[src/rtl/switch_debouncer.sv]
// Two-flop synchronizers and per-bit debounce FSMs for the board switches,
// with registered pulses for start edges and configuration changes.
module switch_debouncer #(
    parameter int DB_CYCLES = 50000,
    parameter int CW        = 16
) (
    input  logic       clk,
    input  logic       rst,
    input  logic [1:0] red_raw,
    input  logic [1:0] green_raw,
    input  logic [1:0] blue_raw,
    input  logic [1:0] tran_raw,
    input  logic       gtype_raw,
    input  logic       start_raw,
    output logic [1:0] red_switches,
    output logic [1:0] green_switches,
    output logic [1:0] blue_switches,
    output logic [1:0] tran_switches,
    output logic       gtype_switch,
    output logic       switchStart,
    output logic       start_pulse,
    output logic       cfg_changed
);

    localparam int NB = 10;
    localparam logic [CW-1:0] CNT_LAST = CW'(DB_CYCLES - 1);

    typedef enum logic {
        STABLE,
        COUNTING
    } db_state_t;

    logic [NB-1:0] raw_bits;
    logic [NB-1:0] sync_s1;
    logic [NB-1:0] sync_s2;
    logic [NB-1:0] deb_q;
    logic [NB-1:0] deb_d;
    db_state_t     state_q [NB];
    db_state_t     state_d [NB];
    logic [CW-1:0] cnt_q   [NB];
    logic [CW-1:0] cnt_d   [NB];

    // Bits 0..8 are configuration switches; bit 9 is the start switch.
    assign raw_bits = {start_raw, gtype_raw, tran_raw, blue_raw, green_raw, red_raw};

    always_ff @(posedge clk or posedge rst) begin
        if (rst) begin
            sync_s1 <= '0;
            sync_s2 <= '0;
        end else begin
            sync_s1 <= raw_bits;
            sync_s2 <= sync_s1;
        end
    end

    always_comb begin
        deb_d = deb_q;
        for (int i = 0; i < NB; i++) begin
            state_d[i] = state_q[i];
            cnt_d[i]   = cnt_q[i];
            if (state_q[i] == STABLE) begin
                if (sync_s2[i] != deb_q[i]) begin
                    if (DB_CYCLES == 1) begin
                        deb_d[i] = sync_s2[i];
                    end else begin
                        state_d[i] = COUNTING;
                        cnt_d[i]   = CW'(1);
                    end
                end
            end else begin
                // A single agreeing sample rejects the whole pending change.
                if (sync_s2[i] == deb_q[i]) begin
                    state_d[i] = STABLE;
                    cnt_d[i]   = '0;
                end else if (cnt_q[i] == CNT_LAST) begin
                    deb_d[i]   = sync_s2[i];
                    state_d[i] = STABLE;
                    cnt_d[i]   = '0;
                end else begin
                    cnt_d[i] = cnt_q[i] + CW'(1);
                end
            end
        end
    end

    always_ff @(posedge clk or posedge rst) begin
        if (rst) begin
            deb_q <= '0;
            for (int i = 0; i < NB; i++) begin
                state_q[i] <= STABLE;
                cnt_q[i]   <= '0;
            end
        end else begin
            deb_q <= deb_d;
            for (int i = 0; i < NB; i++) begin
                state_q[i] <= state_d[i];
                cnt_q[i]   <= cnt_d[i];
            end
        end
    end

    // Pulses are registered alongside the debounced value they announce.
    always_ff @(posedge clk or posedge rst) begin
        if (rst) begin
            cfg_changed <= 1'b0;
            start_pulse <= 1'b0;
        end else begin
            cfg_changed <= |(deb_d[8:0] ^ deb_q[8:0]);
            start_pulse <= deb_d[9] & ~deb_q[9];
        end
    end

    assign red_switches   = deb_q[1:0];
    assign green_switches = deb_q[3:2];
    assign blue_switches  = deb_q[5:4];
    assign tran_switches  = deb_q[7:6];
    assign gtype_switch   = deb_q[8];
    assign switchStart    = deb_q[9];

endmodule

[config.mk]
export PLATFORM = sky130hd
export DESIGN_NAME = switch_debouncer
export DESIGN_NICKNAME = d
export VERILOG_FILES = /design/src/rtl/switch_debouncer.sv
export SDC_FILE = /design/constraint.sdc
export NUM_CORES = 1
export LEC_CHECK = 0
export ABC_AREA = 1
export BUFFER_PORTS_ARGS = -buffer_cell sky130_fd_sc_hd__buf_4
export CORE_MARGIN = 2
export CORE_UTILIZATION = 36
export DETAILED_ROUTE_END_ITERATION = 10
export GPL_TIMING_DRIVEN = 0
export SLEW_MARGIN = 15
export SYNTH_ARGS = -nofsm -noshare
export SYNTH_HDL_FRONTEND = slang
export SYNTH_SLANG_ARGS = --single-unit
[constraint.sdc]
create_clock -name clk -period 7.5 [get_ports clk]
set_input_delay 0.375 -clock clk [delete_from_list [all_inputs] [get_ports clk]]
set_output_delay 0.375 -clock clk [all_outputs]
set_load 0.1 [all_outputs]
== Word level (Yosys, flattened, before mapping) ==
Cells that the tools add are included.

* Register bits: 202
* Latch bits: 0
* RAM bits: 0
* Memory bits (read-only): 0
* Input port bits: 12
* Output and inout port bits: 12
* Word-level logic and storage cells: 189
* Memories: 0

* $add $sub $neg: 10
* Multiply operators: 0
* Div/mod/pow operators: 0
* Order comparisons: 0
* Equal/unequal tests: 30
* Shift operators: 0
* Muxes and demuxes: 110
* Bitwise gates (word level): 3
* Reductions and logical operators: 11

{| class="wikitable"
|+ Operator list
! cell !! number
|-
| 16-bit two-way mux || 40
|-
| 16-bit by 1-bit adder with 16-bit output, second input constant || 10
|-
| 16-bit equality test, second input constant || 10
|-
| 1-bit two-way mux || 70
|-
| 2-bit nonzero test || 10
|-
| 1-bit equality test || 10
|-
| 1-bit != test || 10
|-
| 9-bit OR reduction || 1
|-
| 9-bit XOR || 1
|-
| 1-bit bitwise AND || 1
|-
| 1-bit NOT || 1
|}

== Depth between registers and ports, before layout ==
Gate-level depths: netlist (run 1).

* Depth in word-level cells: 6
* Gate-level depth with buffers: 11
* Gate-level depth less buffers: 10

== Worst setup path after synthesis (run 1) ==
No wires, ideal clock.

* Kind: reg-to-reg
* Start: register deb_q[5]
* End: register cnt_q[74] (netlist bit)
* Setup time: 65 ps
* Arrival time: 1868 ps
* Data required time: 7435 ps
* Setup slack: 5567 ps
* Cell stages (with the launch flop): 9
* Buffers on the path: 0
* Period minus slack after synthesis: 1933 ps
* Path through: dfrtp_1 inv_1 nand2_1 nand2_1 nor2_1 nand2_2 a21oi_1 nand2_1 nand2_1

* Word-level cells in the longest chain between the ends: 3
* Elaborated cells between the ends (all ways): 5
* Those cells by class: eq/ne (2); mux (2); reduce/logical (1)

{| class="wikitable"
|+ RTL lines
! element !! RTL line !! source
|-
| start, declared || 36 || <nowiki>logic [NB-1:0] deb_q;</nowiki>
|-
| start signal, assigned || 88 || <nowiki>deb_q <= '0;</nowiki>
|-
| start signal, assigned || 94 || <nowiki>deb_q <= deb_d;</nowiki>
|-
| 1-bit equality test || 72 || <nowiki>if (sync_s2[i] == deb_q[i]) begin</nowiki>
|-
| 16-bit two-way mux || 72 ||
|-
| 16-bit two-way mux || 61 || <nowiki>if (state_q[i] == STABLE) begin</nowiki>
|-
| end signal, assigned by index || 97 || <nowiki>cnt_q[i] <= cnt_d[i];</nowiki>
|-
| end, declared || 40 || <nowiki>logic [CW-1:0] cnt_q [NB];</nowiki>
|}

Parallel ways exist; a longest one is shown, timed or not.
A chain may end at the register's enable or synchronous reset.

== Final worst setup path (run 1) ==
* Start: register cnt_q[32] (netlist bit)
* End: register cnt_q[43] (netlist bit)

* Word-level cells in the longest chain between the ends: 4
* Elaborated cells between the ends (all ways): 5
* Those cells by class: add/sub (1); eq/ne (1); mux (3)

{| class="wikitable"
|+ RTL lines
! element !! RTL line !! source
|-
| 16-bit by 1-bit adder with 16-bit output or 16-bit equality test (tied branches) || 80, 75 ||
|-
| 16-bit two-way mux (*) || 75 || <nowiki>end else if (cnt_q[i] == CNT_LAST) begin</nowiki>
|-
| 16-bit two-way mux (*) || 72 ||
|-
| 16-bit two-way mux (*) || 61 ||
|}

Every way passes the cells marked *; elsewhere a longest branch is shown, timed or not.

==> results.sh, run 1 <==
export IMPL_run_status="complete, but fails checks"
export IMPL_violations_in_the_final_reports="negative hold slack"
export IMPL_finalMaxSlewViolations=0
export IMPL_p_clk_frac=0.504
export IMPL_post_synth_num_cell_types=40
export IMPL_finalCritPeriodShare=0.227
export IMPL_fraction_of_synthesis_flops_using_an_asynchronous_set_or_reset_pin=1.00
export IMPL_report_power_total_mw=2.57
export IMPL_critical_path_most_common_cell="sky130_fd_sc_hd__nand2_1"
export IMPL_synth_cells=1442
export IMPL_synth_area_leaders="sky130_fd_sc_hd__dfrtp_1 (46%), sky130_fd_sc_hd__nand2_1 (14%), sky130_fd_sc_hd__inv_1 (6.6%)"
export IMPL_rr_endpoint="cnt_q[43]"
export IMPL_power_switching_fraction=0.228
export IMPL_netlist_area_leader_share=0.462
export IMPL_port_buffers=23
export IMPL_grt_antenna_before_repair=0
export IMPL_syn_area_per_cell_sq_um=7.59
export IMPL_cp_slowest_stage_delay_ns=0.39
export IMPL_cellPowerDensity_mw_per_mm2=204
export IMPL_via_count=9195
export IMPL_first_global_vias=8662
export IMPL_final_common_cell="sky130_fd_sc_hd__nand2_1"
export IMPL_detail_route_vias_per_cell=4.81
export IMPL_max_freq_ghz=0.588
export IMPL_cts_inserted_buffers=25
export IMPL_worst_r2r_startpoint="cnt_q[32]"
export IMPL_irDropWorstVdd_v=0.000175
export IMPL_worst_setup_path_type="flip-flop to flip-flop"
export IMPL_synth_enable_flop_cells=0
export IMPL_leakagePower_nw=5.73
export IMPL_slew_headroom=0.529
export IMPL_layout_cells_most_common_list="sky130_fd_sc_hd__nand2_1 (416), sky130_fd_sc_hd__dfrtp_1 (202), sky130_fd_sc_hd__inv_1 (191)"
export IMPL_grt_overflow=0
export IMPL_cts_path_max_buffers=3
export IMPL_grt_start_max_net_pins=103
export IMPL_skew_ns=0.0167
export IMPL_whs_ns=-0.0118
export IMPL_dp_final_hpwl_um=15700
export IMPL_r2r_cells=10
export IMPL_starting_density_of_the_core=0.367
export IMPL_floorplan_die_width_um=178
export IMPL_htree_levels=1
export IMPL_synth_seq_cells=202
export IMPL_io_pins=24
export IMPL_yosys_most_used_dff="sky130_fd_sc_hd__dfrtp_1"
export IMPL_synth_warnings=0
export IMPL_insertion_delay_ns=0.53
export IMPL_grtUsageTotal=0.148
export IMPL_summed_instance_area_of_the_synthesized_netlist_sq_mm=0.0109
export IMPL_routed_wire_length_per_instance_um=11.8
export IMPL_min_delay_path_class="primary input to async pin"
export IMPL_timing_worst_slew_pin_value_ns=0.707
export IMPL_path_buf_inv=2
export IMPL_synth_largest_area_cell="sky130_fd_sc_hd__dfrtp_1"
export IMPL_cts_root_buf="sky130_fd_sc_hd__clkbuf_16"
export IMPL_reg2reg_slack_ns=5.80
export IMPL_endpoint_kind="flip-flop"
export IMPL_slowest_cp_cell="sky130_fd_sc_hd__dfrtp_1"
export IMPL_numPlacedInstances=1856
export IMPL_clkSinkCount=202
export IMPL_cell_int_power_mw=1.99
export IMPL_critical_path_startpoint="cnt_q[32]"
export IMPL_timing_hold_violations_final=17
export IMPL_cap_viol_max_count=0
export IMPL_gp_congestion=0.848
export IMPL_cts_tree="built"
export IMPL_design_final_nets=1525
export IMPL_total_switching_power_uw=587
export IMPL_firstDrtPassIters=5
export IMPL_fp_coreArea_sq_mm=0.0298
export IMPL_synthToLayoutAreaGrowth_pct=15.5
export IMPL_pwr_share_seq=0.445
export IMPL_drt_total_wl_um=22400
export IMPL_critical_path_startpoint_category="flip-flop"
export IMPL_drt_antenna_violating_nets=0
export IMPL_placement_rows=63
export IMPL_grt_first_pass_wirelength_um=40000
export IMPL_crit_chain="ha_1 -> nand2_1 -> inv_1 -> nand2_1 -> nor2_1 -> nand2_1 -> nand2_2 -> inv_1 -> nand3_1 -> o21ai_0"
export IMPL_critical_path_arrival_ns=2.11
export IMPL_critical_path_max_fanout=9
export IMPL_grt_setup_unrepaired="false"
export IMPL_postCtsSetupRepairBufs=0
export IMPL_fp_dieH_um=178
export IMPL_floorplan_die_area_sq_mm=0.0318
export IMPL_final_layout_size_suffix_gt1_frac=0.0882
export IMPL_first_iter_violations=593
export IMPL_comb_pwr_share=0.051
export IMPL_drc=0
export IMPL_path_clk_slew_ns=0.06
export IMPL_finalSetupViolCount=0
export IMPL_number_of_inserted_diodes=0
export IMPL_synth_seq_area_share=0.462
export IMPL_crit_family="simple AND/OR/NAND/NOR gates"
export IMPL_layout_cells_non_filler=1910
export IMPL_synthesis_nets=1464
export IMPL_cp_data_required_time_ns=7.91
export IMPL_final_period_demand_of_the_worst_path_ns=1.70
## layout make-up
class / instances / area (sq um)
well taps: 390 / 488
flip-flops and latches: 202 / 5050
fillers: 3019 / 17200
clock buffers: 34 / 739
clock inverters: 10 / 156
inverters: 201 / 762
multi-input cells: 1033 / 5090
repair buffers: 34 / 300
plain buffers: 6 / 43.8
## flip-flops by register name (all words and copies together), names as in the netlist
name         flops
deb_q           10
cfg_changed      1
cnt_q          160
sync_s1         10
sync_s2         10
state_q         10
start_pulse      1
## synth_stat cells, types with 8 or more instances
cell / number
sky130_fd_sc_hd__o22ai_1: 31
sky130_fd_sc_hd__o21ai_0: 82
sky130_fd_sc_hd__xor2_1: 60
sky130_fd_sc_hd__nand4_1: 32
sky130_fd_sc_hd__o21ai_1: 11
sky130_fd_sc_hd__nor3_1: 40
sky130_fd_sc_hd__ha_1: 10
sky130_fd_sc_hd__nand3_1: 122
sky130_fd_sc_hd__nor2_2: 20
sky130_fd_sc_hd__nand2_2: 9
sky130_fd_sc_hd__nand2_1: 416
sky130_fd_sc_hd__nor2_1: 131
sky130_fd_sc_hd__a21oi_1: 16
sky130_fd_sc_hd__dfrtp_1: 202
sky130_fd_sc_hd__or2_2: 8
sky130_fd_sc_hd__inv_1: 192
## stage by stage
step | worst slack (ns) | utilization | hold WS, ns | cell area, sq um | setup TNS, ns
4_1_cts | 5.78 | 0.424 | 0.0296 | 12600 | 0
5_1_grt | 5.56 | 0.424 | 0.0596 | 12600 | 0
3_3_place_gp | -1.04 | 0.389 | 0.333 | 11600 | -205.88
2_1_floorplan | 1.61 | - | 0.331 | 10900 | 0
6_report | 5.80 | 0.424 | -0.0118 | 12600 | 0
3_5_place_dp | 5.79 | 0.391 | 0.337 | 11600 | 0
## logic make-up (layout without fill, tap and decap cells)
logic type                 Yosys count  count (layout)  share of synthesized area
and+or+nand+nor                    795             795                      0.316
buffers and inverters              207             285                     0.0730
DFF                                202             202                      0.462
AOI/OAI and AO/OA                  163             163                     0.0845
xor gates and xnor gates            65              65                     0.0527
adders and majority gates           10              10                     0.0114
## per-layer routing
metal | vias up | track usage | routed length, um
met5 | - | 0 | 0
met4 | 0 | 0.0393 | 560
met3 | 38 | 0.0211 | 684
li1 | 4751 | - | -
met1 | 4297 | 0.205 | 11100
met2 | 109 | 0.244 | 10100
## power by group through the flow
stage	Combinational [mW]	Sequential [mW]	Clock, mW
floorplan	0.0956	1.16	0
global placement	0.126	1.17	0
detailed placement	0.131	1.17	0
CTS	0.135	1.15	1.33
global route	0.154	1.15	1.38
finish	0.132	1.15	1.30
## repair_timing
action / 4_1_cts / 5_1_grt
gates resized for setup: 0 / 0
hold buffers: 10 / 0
hold endpoints to repair: 10 / 0
## worst reg2reg max path, delay by kind of cell (launching register included)
| kind | cells | cell delay (ns) |
|---|---|---|
| AOI/OAI and AO/OA | 1 | 0.08 |
| adders and majority gates | 1 | 0.18 |
| buffers and inverters | 2 | 0.26 |
| DFF | 1 | 0.39 |
| and+or+nand+nor | 6 | 0.67 |
## worst max-delay path by stage
stage,slack [ns],cells past startpoint,end
floorplan,1.61,1,cfg_changed
finish,5.80,10,cnt_q[43]
global placement,-1.04,2,cnt_q[57]
CTS,5.78,10,cnt_q[94]
detailed placement,5.79,10,cnt_q[92]
global route,5.56,10,cnt_q[94]
Power figures use the tool's default switching activity.
==> run 2, diff against run 1 <==
==> constraint.sdc (replaced) <==
create_clock -name clk -period 1.4 [get_ports clk]
set_input_delay 0.07 -clock clk [delete_from_list [all_inputs] [get_ports clk]]
set_output_delay 0.07 -clock clk [all_outputs]
set_load 0.1 [all_outputs]
==> run 2 against run 1 <==
  * The run ends with negative setup slack left
  * Hold slack improved by 0.12 ns
  * First-iteration DRC count shrank 0.67%
  * Routed wire length up 17%
  * Cell area is 21% higher
  * Worst setup slack lost 5.9 ns
  * Non-clock buffer count increased by 105
  * Clock skew fell by 0.0044 ns
  * Global-route usage is 1.4 points higher
  * Die area unchanged
  * Sequential share of layout area decreased by 6.8 points
  * Utilization is 8.9 points higher
  * Via count up 7.6%
  * Critical endpoint is now cnt_q[21]
  * Largest cell class unchanged
  * Highest routed layer unchanged
==> results.sh, run 2 (synthesis results as in run 1) <==
export IMPL_fp_coreArea_sq_mm=0.0298
export IMPL_wl_met1_um=11600
export IMPL_crit_family="flip-flops"
export IMPL_floorplan_die_area_sq_mm=0.0318
export IMPL_placed_cell_area_sq_mm=0.0117
export IMPL_starting_density_of_the_core=0.367
export IMPL_cellPowerDensity_mw_per_mm2=940
export IMPL_drt_antenna_violating_nets=0
export IMPL_timing_worst_slew_pin_value_ns=0.591
export IMPL_cp_data_required_time_ns=1.80
export IMPL_synthToLayoutAreaGrowth_pct=39.7
export IMPL_final_design_area_no_fill_sq_mm=0.0153
export IMPL_finalCritPeriodShare=1.09
export IMPL_layout_core_utilization=0.513
export IMPL_worst_r2r_startpoint="cnt_q[17]"
export IMPL_setup_ws_ns=-0.130
export IMPL_cts_tree="built"
export IMPL_floorplan_die_width_um=178
export IMPL_detailroute_wirelength_met3_um=799
export IMPL_setup_tns_ns=-6.47
export IMPL_crit_chain="ha_4 -> nand3_4 -> nor2_4 -> nand2_4 -> nand3_4 -> clkinvlp_4 -> o21ai_1 -> o21ai_1"
export IMPL_grtUsageTotal=0.162
export IMPL_first_iter_violations=589
export IMPL_cts_path_max_buffers=3
export IMPL_skew_ns=0.0123
export IMPL_finalMaxSlewViolations=0
export IMPL_grt_antenna_before_repair=0
export IMPL_port_buffers=23
export IMPL_final_period_demand_of_the_worst_path_ns=1.53
export IMPL_placement_rows=63
export IMPL_cap_viol_max_count=0
export IMPL_met2_length_um=13200
export IMPL_drc=0
export IMPL_slowest_cp_cell="sky130_fd_sc_hd__dfrtp_1"
export IMPL_dr_max_layer_used="met4"
export IMPL_cts_inserted_buffers=25
export IMPL_max_freq_ghz=0.654
export IMPL_slew_headroom=0.604
export IMPL_design_final_nets=1632
export IMPL_number_of_inserted_diodes=0
export IMPL_leakagePower_nw=6.88
export IMPL_irDropWorstVdd_v=0.000738
export IMPL_whs_ns=0.110
export IMPL_detail_route_vias_per_cell=4.90
export IMPL_critical_path_max_fanout=8
export IMPL_routed_wire_length_per_instance_um=13.0
export IMPL_first_global_vias=9529
export IMPL_critical_path_arrival_ns=1.93
export IMPL_grt_start_max_net_pins=36
export IMPL_gp_congestion=0.833
export IMPL_largest_reg_flops=160
export IMPL_path_buf_inv=1
export IMPL_registers_top_by_ff_count="cnt_q"
export IMPL_insertion_delay_ns=0.52
export IMPL_finalSetupViolCount=116
export IMPL_worst_setup_path_type="flip-flop to flip-flop"
export IMPL_htree_levels=1
export IMPL_path_clk_slew_ns=0.06
export IMPL_drt_total_wl_um=26200
export IMPL_critical_path_startpoint_category="flip-flop"
export IMPL_min_delay_path_class="primary input to async pin"
export IMPL_grt_overflow=0
export IMPL_io_pins=24
export IMPL_critical_path_startpoint="cnt_q[17]"
export IMPL_fp_dieH_um=178
export IMPL_cp_slowest_stage_delay_ns=0.42
export IMPL_firstDrtPassIters=5
export IMPL_dp_final_hpwl_um=16300
export IMPL_timing_hold_violations_final=0
export IMPL_cts_root_buf="sky130_fd_sc_hd__clkbuf_16"
export IMPL_violations_in_the_final_reports="negative setup slack"
export IMPL_run_status="complete, but fails checks"
export IMPL_final_common_cell="sky130_fd_sc_hd__nand2_1"
export IMPL_grt_first_pass_wirelength_um=43700
export IMPL_final_layout_size_suffix_gt1_frac=0.329
export IMPL_endpoint_kind="flip-flop"
export IMPL_grt_setup_unrepaired="true"
export IMPL_via_count=9894
export IMPL_clkSinkCount=202
export IMPL_layout_cells_most_common_list="sky130_fd_sc_hd__nand2_1 (332), sky130_fd_sc_hd__dfrtp_1 (190), sky130_fd_sc_hd__inv_1 (161)"
-- run 2: changes by cell type in the layout (fill, tap and decap cells not counted), sizes merged --
| cell | change |
|---|---|
| nand2 | +1 |
| buf | +105 |
| clkinvlp | +4 |
| bufinv | +1 |
| dlygate4sd3 | +1 |
| inv | -4 |
-- run 2: metal layers --
metal	GRT usage	up-vias
li1	-	4998
met1	0.212	4752
met2	0.283	105
met3	0.0254	39
met4	0.0362	0
met5	0	-
-- run 2: path summary, 6_finish.rpt --
path | to | slack (ns) | cells after the start
worst min-delay path | cnt_q[128] | 0.11 | 3
worst min register to register | sync_s2[4] | 0.35 | 0
min in group clk | sync_s1[6] | 0.20 | 2
worst max-delay path | cnt_q[21] | -0.13 | 8
max in group asynchronous | cnt_q[28] | 0.33 | 6
worst max register to register | cnt_q[21] | -0.13 | 8
-- run 2: worst register-to-register path: cells and delay by family, from the launching register on --
kind                       cells  cell delay [ns]
DFF                            1             0.42
and+or+nand+nor                4             0.40
AOI/OAI and AO/OA              2             0.21
buffers and inverters          1             0.21
adders and majority gates      1             0.18
-- run 2: cell type report --
cell class / count / area [sq um]
repair buffers: 140 / 1270
multi-input cells: 1034 / 6710
fillers: 2737 / 14500
flip-flops and latches: 202 / 5070
clock inverters: 10 / 178
well taps: 390 / 488
clock buffers: 35 / 703
plain buffers: 5 / 48.8
inverters: 201 / 806
repair inverters: 1 / 5.00
-- run 2: where the power goes --
part	internal, mW	switching, mW
clock	4.40	2.50
combinational	0.597	0.708
sequential	6.00	0.168
-- run 2: repair_timing --
action | CTS | global route
endpoints found under the hold margin | 32 | 0
cloned | 4 | 1
endpoints found under the setup margin | 168 | 207
buffers inserted | 57 | 40
hold buffers | 11 | 0
pin swaps | 80 | 107
gates resized for setup | 241 | 279
-- run 2: metrics by stage --
step | instances | setup slack [ns] | power (mW)
2_1_floorplan | 1442 | -1.29 | 6.72
3_3_place_gp | 1855 | -2.69 | 6.92
3_5_place_dp | 1861 | -0.326 | 6.99
4_1_cts | 1978 | -0.105 | 14.3
5_1_grt | 2018 | -0.231 | 15.0
6_report | 2018 | -0.130 | 14.4
==> run 3, diff against run 2 <==
--- a/config.mk
+++ b/config.mk
@@ -5,7 +5,6 @@
 export SDC_FILE = /design/constraint.sdc
 export NUM_CORES = 1
 export LEC_CHECK = 0
-export ABC_AREA = 1
 export BUFFER_PORTS_ARGS = -buffer_cell sky130_fd_sc_hd__buf_4
 export CORE_MARGIN = 2
 export CORE_UTILIZATION = 36
==> run 3 against run 2 <==
  * The flow still finishes with violations (negative setup slack)
  * First-iteration DRC count is 10% lower
  * Clock skew hardly changed
  * Non-clock buffer count is 103 higher
  * Largest power group unchanged
  * Highest routed layer unchanged
==> results.sh, run 3 <==
export IMPL_synthToLayoutAreaGrowth_pct=47.5
export IMPL_synth_enable_flop_cells=0
export IMPL_grt_start_max_net_pins=36
export IMPL_placement_rows=62
export IMPL_layout_core_utilization=0.539
export IMPL_design_final_nets=1366
export IMPL_finalCritPeriodShare=1.44
export IMPL_cts_inserted_buffers=25
export IMPL_grt_setup_unrepaired="true"
export IMPL_path_clk_slew_ns=0.06
export IMPL_detail_route_vias_per_cell=5.52
export IMPL_summed_instance_area_of_the_synthesized_netlist_sq_mm=0.0105
export IMPL_synthesized_area_fraction_occupied_by_ao_oa_aoi_and_oai_cells=0.167
export IMPL_cellPowerDensity_mw_per_mm2=925
export IMPL_first_iter_violations=528
export IMPL_reg2reg_slack_ns=-0.61
export IMPL_report_power_total_mw=14.3
export IMPL_firstDrtPassIters=5
export IMPL_drt_total_wl_um=28500
export IMPL_synth_largest_area_cell="sky130_fd_sc_hd__dfrtp_1"
export IMPL_final_common_cell="sky130_fd_sc_hd__dfrtp_1"
export IMPL_syn_area_per_cell_sq_um=9.45
export IMPL_finalSetupViolCount=176
export IMPL_synth_fa_ha_area_frac=0.0119
export IMPL_netlist_area_leader_share=0.482
export IMPL_gp_congestion=0.815
export IMPL_first_global_vias=9217
export IMPL_port_buffers=23
export IMPL_path_buf_inv=2
export IMPL_worst_setup_path_type="flip-flop to flip-flop"
export IMPL_synth_mux_area_frac=0.0279
export IMPL_setup_ws_ns=-0.611
export IMPL_post_synth_and_or_nand_nor_area_fraction=0.261
export IMPL_timing_hold_violations_final=0
export IMPL_cts_root_buf="sky130_fd_sc_hd__clkbuf_16"
export IMPL_post_synth_num_cell_types=67
export IMPL_floorplan_die_width_um=175
export IMPL_cp_slowest_stage_delay_ns=0.54
export IMPL_grt_overflow=0
export IMPL_synth_area_leaders="sky130_fd_sc_hd__dfrtp_1 (48%), sky130_fd_sc_hd__o21ai_0 (5.7%), sky130_fd_sc_hd__nand3_1 (4.2%)"
export IMPL_cts_tree="built"
export IMPL_htree_levels=1
export IMPL_registers_top_by_ff_count="cnt_q"
export IMPL_irDropWorstVdd_v=0.000666
export IMPL_drc=0
export IMPL_endpoint_kind="flip-flop"
export IMPL_yosys_most_used_dff="sky130_fd_sc_hd__dfrtp_1"
export IMPL_final_layout_size_suffix_gt1_frac=0.425
export IMPL_drt_antenna_violating_nets=0
export IMPL_setup_tns_ns=-69.54
export IMPL_synth_seq_cells=202
export IMPL_min_delay_path_class="primary input to async pin"
export IMPL_slew_headroom=0.607
export IMPL_clkSinkCount=202
export IMPL_layout_cells_most_common_list="sky130_fd_sc_hd__dfrtp_1 (177), sky130_fd_sc_hd__buf_4 (146), sky130_fd_sc_hd__nand2_1 (85)"
export IMPL_dp_final_hpwl_um=15000
export IMPL_routed_wire_length_per_instance_um=16.4
export IMPL_number_of_inserted_diodes=0
export IMPL_skew_ns=0.0120
export IMPL_leakagePower_nw=6.73
export IMPL_insertion_delay_ns=0.52
export IMPL_run_status="complete, but fails checks"
export IMPL_timing_worst_slew_pin_value_ns=0.590
export IMPL_max_freq_ghz=0.497
export IMPL_cap_viol_max_count=0
export IMPL_violations_in_the_final_reports="negative setup slack"
export IMPL_io_pins=24
export IMPL_floorplan_die_area_sq_mm=0.0305
export IMPL_finalMaxSlewViolations=0
export IMPL_starting_density_of_the_core=0.365
export IMPL_crit_chain="or4bb_4 -> nor4_4 -> buf_4 -> nor2_4 -> buf_8 -> a22o_1"
export IMPL_leading_post_synthesis_cells_by_instance_count="sky130_fd_sc_hd__dfrtp_1 (202), sky130_fd_sc_hd__o21ai_0 (120), sky130_fd_sc_hd__nand2_1 (116)"
export IMPL_critical_path_arrival_ns=2.42
export IMPL_synth_seq_area_share=0.482
export IMPL_critical_path_max_fanout=5
export IMPL_final_period_demand_of_the_worst_path_ns=2.01
export IMPL_cp_data_required_time_ns=1.81
export IMPL_grt_first_pass_wirelength_um=45700
export IMPL_slowest_cp_cell="sky130_fd_sc_hd__or4bb_4"
export IMPL_critical_path_startpoint_category="flip-flop"
export IMPL_synth_warnings=0
export IMPL_dominant_combinational_cell_family_by_area_after_synthesis="simple AND/OR/NAND/NOR gates"
export IMPL_grtUsageTotal=0.175
export IMPL_synthesis_nets=1132
export IMPL_synth_cells=1110
export IMPL_grt_antenna_before_repair=0
export IMPL_cts_path_max_buffers=3
export IMPL_fraction_of_synthesis_flops_using_an_asynchronous_set_or_reset_pin=1.00
export IMPL_fp_dieH_um=175
export IMPL_synthMostInstantiatedCell="sky130_fd_sc_hd__dfrtp_1"
export IMPL_largest_reg_flops=160
export IMPL_via_count=9619
export IMPL_yosys_area_share_xor_xnor=0.0225
export IMPL_fp_coreArea_sq_mm=0.0287
export IMPL_crit_family="simple AND/OR/NAND/NOR gates"
-- run 3: cell types whose count changed in the layout (fill, tap and decap cells not counted), moves of 42 or more --
cell,before,now
sky130_fd_sc_hd__xor2_1,57,12
sky130_fd_sc_hd__nand2_2,59,17
sky130_fd_sc_hd__nand2_1,332,85
sky130_fd_sc_hd__buf_4,100,146
sky130_fd_sc_hd__nor2_4,65,14
sky130_fd_sc_hd__inv_1,161,25
-- run 3: layer usage --
metal,track usage,up-vias,share of wire
met4,0.0576,0,0.024
met1,0.245,4758,0.45
met5,0,-,0
li1,-,4584,-
met3,0.0246,48,0.043
met2,0.279,229,0.48
-- run 3: area by class of cell --
| type | instances | area [sq um] |
|---|---|---|
| multi-input cells | 841 | 6610 |
| repair buffers | 216 | 2000 |
| plain buffers | 32 | 329 |
| flip-flops and latches | 202 | 5090 |
| inverters | 26 | 101 |
| well taps | 384 | 480 |
| fillers | 2464 | 13200 |
| clock inverters | 7 | 135 |
| clock buffers | 34 | 719 |
-- run 3: kinds of logic after synthesis --
logic type                 count (synthesis)
and+or+nand+nor                          493
buffers and inverters                     68
DFF                                      202
xor gates and xnor gates                  27
muxes                                     28
AOI/OAI and AO/OA                        282
adders and majority gates                 10
-- run 3: path summary, 6_finish.rpt --
path / startpoint / to / depth (start not counted)
worst max register to register: cnt_q[154] / cnt_q[145] / 6
worst min-delay path: rst / cnt_q[81] / 3
max in group asynchronous: rst / cnt_q[38] / 6
worst max-delay path: cnt_q[154] / cnt_q[145] / 6
min in group clk: red_raw[1] / sync_s1[1] / 2
worst min register to register: sync_s1[5] / sync_s2[5] / 0
-- run 3: where the power goes --
group | total [mW] | switching (mW) | internal [mW]
Clock | 6.74 | 2.46 | 4.28
Sequential | 6.18 | 0.196 | 5.98
Combinational | 1.39 | 0.697 | 0.695
-- run 3: timing repair --
item	CTS	global route
setup buffers	109	59
endpoints found under the setup margin	182	183
pin swaps	141	88
hold endpoints to repair	76	0
resized for setup	394	176
hold buffers	11	0
gates cloned	12	4
-- run 3: stage by stage --
stage                     std cells  setup WS, ns  hold slack, ns  cell area (sq um)
after detailed placement       1523        -0.967          0.0993              11300
after global routing           1742        -0.707           0.126              15500
after CTS                      1687        -0.572          0.0937              14400
after floorplan                1110         -1.29           0.101              10500
final                          1742        -0.611           0.118              15500
after global placement         1517         -2.66           0.181              11100
-- run 3: tightest hold or removal path: stages --
cell and delay, ns:
sky130_fd_sc_hd__dlygate4sd3_1 0.54, sky130_fd_sc_hd__buf_4 0.14, sky130_fd_sc_hd__clkinvlp_4 0.29
